--- config.mk ---
export PLATFORM = sky130hd
export DESIGN_NAME = if_id_assembler
export DESIGN_NICKNAME = d
export VERILOG_FILES = /design/src/rtl/if_id_assembler_pkg.sv /design/src/rtl/if_id_assembler_imm_flag_decode.sv /design/src/rtl/if_id_assembler.sv
export SDC_FILE = /design/constraint.sdc
export NUM_CORES = 1
export LEC_CHECK = 0
export ABC_CLOCK_PERIOD_IN_PS = 2000
export CORE_MARGIN = 10
export CORE_UTILIZATION = 42
export DETAILED_ROUTE_END_ITERATION = 10
export PLACE_DENSITY = 0.7
export SKIP_CTS_REPAIR_TIMING = 1
export SLEW_MARGIN = 40
export SYNTH_ARGS = -nofsm -noshare
export SYNTH_HDL_FRONTEND = slang
export SYNTH_SLANG_ARGS = --single-unit
--- constraint.sdc ---
create_clock -name clk -period 2 [get_ports clk]
set_input_delay 0.4 -clock clk [delete_from_list [all_inputs] [get_ports clk]]
set_output_delay 0.4 -clock clk [all_outputs]
set_load 0.03 [all_outputs]
--- src/rtl/if_id_assembler_pkg.sv ---
// rtl/if_id_assembler_pkg.sv - shared fetch/decode constants and IF/ID state encoding
package if_id_assembler_pkg;

  localparam int PC_W         = 32;
  localparam int WORD_W       = 16;
  localparam int IMM_FLAG_BIT = 0;

  localparam logic [WORD_W-1:0] NOP_WORD = 16'h0000;

  // S_IMM means an opcode word is parked in hold_op waiting for its immediate
  typedef enum logic {
    S_OP  = 1'b0,
    S_IMM = 1'b1
  } asmState_t;

endpackage

--- src/rtl/if_id_assembler_imm_flag_decode.sv ---
// rtl/if_id_assembler_imm_flag_decode.sv - flags an opcode word whose next word is its immediate
module imm_flag_decode
  import if_id_assembler_pkg::*;
(
  input  logic [WORD_W-1:0] word,
  output logic              hasImm
);

  localparam logic [WORD_W-1:0] FLAG_MASK = WORD_W'(1) << IMM_FLAG_BIT;

  assign hasImm = |(word & FLAG_MASK);

endmodule

--- src/rtl/if_id_assembler.sv ---
// rtl/if_id_assembler.sv - pairs opcode/immediate fetch words into the IF/ID pipeline register
module if_id_assembler
  import if_id_assembler_pkg::*;
(
  input  logic              clk,
  input  logic              rst,
  input  logic              in_valid,
  input  logic [WORD_W-1:0] in_word,
  input  logic [PC_W-1:0]   in_pc,
  input  logic              stall,
  input  logic              flush,
  output logic              fetch_hold,
  output logic              out_valid,
  output logic [WORD_W-1:0] out_instr,
  output logic [WORD_W-1:0] out_imm,
  output logic [PC_W-1:0]   out_pc,
  output logic              out_has_imm
);

  asmState_t         state, stateNext;
  logic [WORD_W-1:0] holdOp, holdOpNext;
  logic [PC_W-1:0]   holdPc, holdPcNext;
  logic              validNext, hasImmNext;
  logic [WORD_W-1:0] instrNext, immNext;
  logic [PC_W-1:0]   pcNext;
  logic              wordHasImm;

  imm_flag_decode flagDecode (
    .word   (in_word),
    .hasImm (wordHasImm)
  );

  assign fetch_hold = stall & ~flush;

  always_ff @(posedge clk) begin
    if (rst) begin
      state       <= S_OP;
      holdOp      <= NOP_WORD;
      holdPc      <= '0;
      out_valid   <= 1'b0;
      out_instr   <= NOP_WORD;
      out_imm     <= NOP_WORD;
      out_pc      <= '0;
      out_has_imm <= 1'b0;
    end else begin
      state       <= stateNext;
      holdOp      <= holdOpNext;
      holdPc      <= holdPcNext;
      out_valid   <= validNext;
      out_instr   <= instrNext;
      out_imm     <= immNext;
      out_pc      <= pcNext;
      out_has_imm <= hasImmNext;
    end
  end

  // Defaults hold everything, which is exactly the stall behaviour
  always_comb begin
    stateNext  = state;
    holdOpNext = holdOp;
    holdPcNext = holdPc;
    validNext  = out_valid;
    instrNext  = out_instr;
    immNext    = out_imm;
    pcNext     = out_pc;
    hasImmNext = out_has_imm;

    if (flush) begin
      stateNext  = S_OP;
      holdOpNext = NOP_WORD;
      holdPcNext = '0;
      validNext  = 1'b0;
      instrNext  = NOP_WORD;
      immNext    = NOP_WORD;
      pcNext     = '0;
      hasImmNext = 1'b0;
    end else if (!stall) begin
      validNext  = 1'b0;
      instrNext  = NOP_WORD;
      immNext    = NOP_WORD;
      pcNext     = '0;
      hasImmNext = 1'b0;
      if (in_valid) begin
        unique case (state)
          S_OP: begin
            if (wordHasImm) begin
              holdOpNext = in_word;
              holdPcNext = in_pc;
              stateNext  = S_IMM;
            end else begin
              validNext = 1'b1;
              instrNext = in_word;
              pcNext    = in_pc;
            end
          end
          S_IMM: begin
            // Second word is data, so its flag bit is deliberately not examined
            validNext  = 1'b1;
            instrNext  = holdOp;
            immNext    = in_word;
            pcNext     = holdPc;
            hasImmNext = 1'b1;
            stateNext  = S_OP;
          end
          default: stateNext = S_OP;
        endcase
      end
    end
  end

endmodule

## Word-level counts from Yosys, hierarchy flattened

Index checks and enable logic that the tools add are counted.

| word-level totals | value |
|---|---|
| register bits after elaboration | 115 |
| input bits | 53 |
| output and inout port bits | 67 |
| word-level logic and storage cells | 30 |

| cells by class | value |
|---|---|
| muxes and demuxes | 15 |
| bitwise operators | 4 |
| reductions and logical operators | 3 |

Operator list:

| cell | number |
|---|---|
| two-way mux 16 bit | 4 |
| two-way mux 32 bit | 2 |
| case mux 32 bit (2 select lines) | 1 |
| case mux 16 bit (2 select lines) | 1 |
| two-way mux 1 bit | 5 |
| case mux 1 bit (2 select lines) | 2 |
| AND reduction 4 bit | 1 |
| NOT 1 bit | 3 |
| AND reduction 2 bit | 1 |
| OR reduction 2 bit | 1 |
| bitwise AND 1 bit | 1 |

## Depth between registers and ports, before layout

| logic depth | value |
|---|---|
| depth after elaboration | 3 |
| mapped depth | 6 |
| mapped depth without buffers | 3 |

## Modules after synthesis

From an unflattened synthesis, not the netlist that was laid out.

| second synthesis, totals | value |
|---|---|
| cell total of the unflattened synthesis | 497 |
| area, all modules | 4827.1 µm² |

By module, submodules not included:

| module | instances | cells each | area each (µm²) | sequential area each (µm²) |
|---|---|---|---|---|
| if_id_assembler | 1 | 496 | 4819.6 | 2302.2 |
| imm_flag_decode | 1 | 1 | 7.5 | 0.0 |

## Worst setup path before layout

OpenSTA, ideal clock, no wires.

| timing | value |
|---|---|
| path type | input to output |
| from | input port stall |
| to | output port fetch_hold |
| data arrival time | 1.487 ns |
| required time | 1.600 ns |
| path slack | 0.113 ns |
| cell stages on the path | 4 |
| cells stage by stage | buf_4 > buf_2 > buf_1 > nor2b_1 |

| on the way | value |
|---|---|
| longest elaborated chain between the ends | 1 |

RTL lines:

| what | RTL line | RTL |
|---|---|---|
| start, declared | if_id_assembler.sv:10 | `input logic stall,` |
| bitwise AND 1 bit | if_id_assembler.sv:33 | `assign fetch_hold = stall & ~flush;` |
| end, declared | if_id_assembler.sv:12 | `output logic fetch_hold,` |

Every way passes these cells.

## Worst setup path in the final report

| timing | value |
|---|---|
| from | register out_instr[14] |
| to | output port out_instr[14] |

RTL lines:

| what | RTL line | RTL |
|---|---|---|
| start, declared | if_id_assembler.sv:14 | `output logic [WORD_W-1:0] out_instr,` |
| start signal, assigned | if_id_assembler.sv:50 | `out_instr <= instrNext;` |

No word-level cell between the ends.

==> run metrics <==
multiplexer share of the synthesized area=0.0881; number of antenna-violating nets in the routed design=0; Worst Hold Margin=approximately 450 ps; I/O pin cnt=120; largest net degree at the start of global routing=55; ys async rst share=0; Reg power frac=0.378; Routed wire per std cell=between 15 and 20 µm; reported max-cap violation count=0; vias post-DR=about 4000; Yosys warnings=0; Pins Over Slew Limit=0; Critical Setup Path Class=reg -> out; count of input and output buffers=119; length of the first detailed-routing pass in iterations=6; area fraction in and, or, nand and nor cells after synthesis=0.155; core outline area=about 0.010 mm²; synthesis-to-finish area growth=45.1%; Residual DRC=0; combinational family with the most area after synthesis=compound AO/OA/AOI/OAI gates; sort of element at the end of the critical path=primary output; number of placement rows=37; cell-internal power=around 4.9 mW; via count normalized by instance count=approximately 5.4; worst min-delay path class=reg -> reg; total power per unit cell area=roughly 950 mW/mm²; Longest Clk Path Bufs=2; DP HPWL=between 8 and 9 mm; final hold violation count=0; clock share of power=0.547; GRT Util Overall=0.170; clock transition time at the flip-flop clock pins of the worst setup and hold paths=about 60 ps; share of the clock period used by the worst path=0.967; kind of start point of the critical path=flop; number of antenna repair diodes=0; Final Cell Area=around 0.0065 mm²; Setup Total Neg Slack=0 ps; data arrival time at the worst-slack endpoint=roughly 1500 ps; slack of the worst reg-to-reg path=between 400 and 500 ps; family of cells with the greatest summed delay on the critical path=buffers and inverters; Finish-stage setup viols=0; clk_lat worst skew=500 ps; #FFs+latches synth=approximately 120; setup repair after global routing missed its margin=no; outcome=completed; H-tree levels=4; slew of the pin with the lowest slew margin=372 ps; CTS tree=yes; Die Height=around 120 µm; initial antenna violation count=0; syn_area_per_cell=between 9 and 10 µm²; worst clock skew on the final layout=7.61 ps; die width=123 µm; global-route wire length before repair=about 21 mm; violation count after the first detailed-route iteration=around 430; Sw Share=0.211; CTS Sinks=115; prevailing post-synth register cell=sky130_fd_sc_hd__dfxtp_1; total wire length=12.8 mm; Final Wtd Congestion=between 0.7 and 0.8; number of flops mapped to enable cells by yosys=0; buffers and inverters on the worst path=1; overall overflow remaining after global route=0; via count of the first global-routing pass=slightly above 4000; Syn Std Cell Area=0.00447 mm²; Synth Area in Adders=0; Mapped Nets=between 500 and 600; switching power of the nets=between 1 and 1.5 mW; crit-path max cell delay=approximately 680 ps; most common library cell in the layout ignoring fill and taps=sky130_fd_sc_hd__dfxtp_1; portion of the post-synthesis area used by sequential elements=0.515; share of post-route cells with drive strength above 1=0.122; number of instances in the synthesized netlist=494; maximum VDD drop=~0.55 mV; buffer cell driving the clock tree root=sky130_fd_sc_hd__clkbuf_8; Initial Util=0.431; share of total power in combinational logic=0.075; WP data required=1600 ps; post-synth cell types=21; leakage power total=~2.3 nW; slew margin rel.=0.752; area of the die=around 0.015 mm²; # nets final=~660; most frequent cells in the layout=sky130_fd_sc_hd__dfxtp_1 (114), sky130_fd_sc_hd__clkdlybuf4s50_1 (110), sky130_fd_sc_hd__nand2_1 (106), sky130_fd_sc_hd__a21oi_1 (60), sky130_fd_sc_hd__nor2_1 (57); post-synthesis compound-gate area fraction=0.188; slowest library cell on the worst path=sky130_fd_sc_hd__clkdlybuf4s50_1; number of buffers inserted during clock tree synthesis=17; maximum operating frequency=approximately 0.52 GHz; xor and xnor area share after synthesis=0; DP Area=around 0.0058 mm²; sequence of cells on the critical path=clkdlybuf4s50_1; Min Clock Period, post-route=1930 ps; CP max FO=2
[through the flow]
stage          worst slack [ps]  instances   util  power [mW]
2_1_floorplan               113        494      -        2.62
3_3_place_gp                146        721  0.560        2.84
3_5_place_dp               95.8        721  0.560        2.85
4_1_cts                    11.8        753  0.625        6.23
5_1_grt                   0.158        753  0.626        6.39
6_report                   65.0        753  0.626        6.18
[logic make-up after synthesis]
family                 after synthesis
and+or+nand+nor                    171
AOI/OAI and AO/OA                  126
DFF                                115
buffers and inverters               47
muxes                               35
[power groups by stage]
stage	Sequential (mW)	Combinational, mW	Clock, mW
2_1_floorplan	2.41	0.216	0
3_3_place_gp	2.38	0.456	0
3_5_place_dp	2.39	0.462	0
4_1_cts	2.34	0.465	3.43
5_1_grt	2.34	0.501	3.55
6_report	2.34	0.462	3.38
[registers in the layout, indices dropped and copies added (netlist names)]
register and flops:
out_imm 16, holdPc 32, state 1, out_pc 32, holdOp 16, out_valid 1, out_instr 16, out_has_imm 1
[tightest hold or removal path, delay by kind of cell (launching register included)]
family          cells  cell delay, ps
flops               1             300
simple gates        1              50
compound gates      1              50
[final timing paths]
check,startpoint,depth (start not counted),end
worst min-delay path,holdPc[18],2,out_pc[18]
worst max register to register,state,5,out_pc[14]
worst max-delay path,out_instr[14],1,out_instr[14]
worst min register to register,holdPc[18],2,out_pc[18]
[cell type report]
class                           instances  area, µm²
Tap cell                              136        170
Sequential cell                       115       2300
Multi-Input combinational cell        332       1940
Clock inverter                         13        230
Fill cell                             877       3880
Timing Repair Buffer                  138       1410
Clock buffer                           19        442
[cell usage after synthesis, drive strengths merged (2+ instances only)]
cell | n | area share
dfxtp | 115 | 0.51
nand2 | 106 | 0.089
a21oi | 60 | 0.067
nor2 | 57 | 0.048
a32oi | 35 | 0.069
mux2 | 35 | 0.088
buf | 34 | 0.044
a22oi | 30 | 0.050
clkbuf | 13 | 0.011
nor2b | 2 | 0.0028
[per-layer routing]
layer / GRT usage / wire, µm
met1: 0.213 / 5600
met2: 0.265 / 5990
met3: 0.0725 / 1100
met4: 0.0437 / 61
met5: 0 / 0
Power figures use the tool's default switching activity.
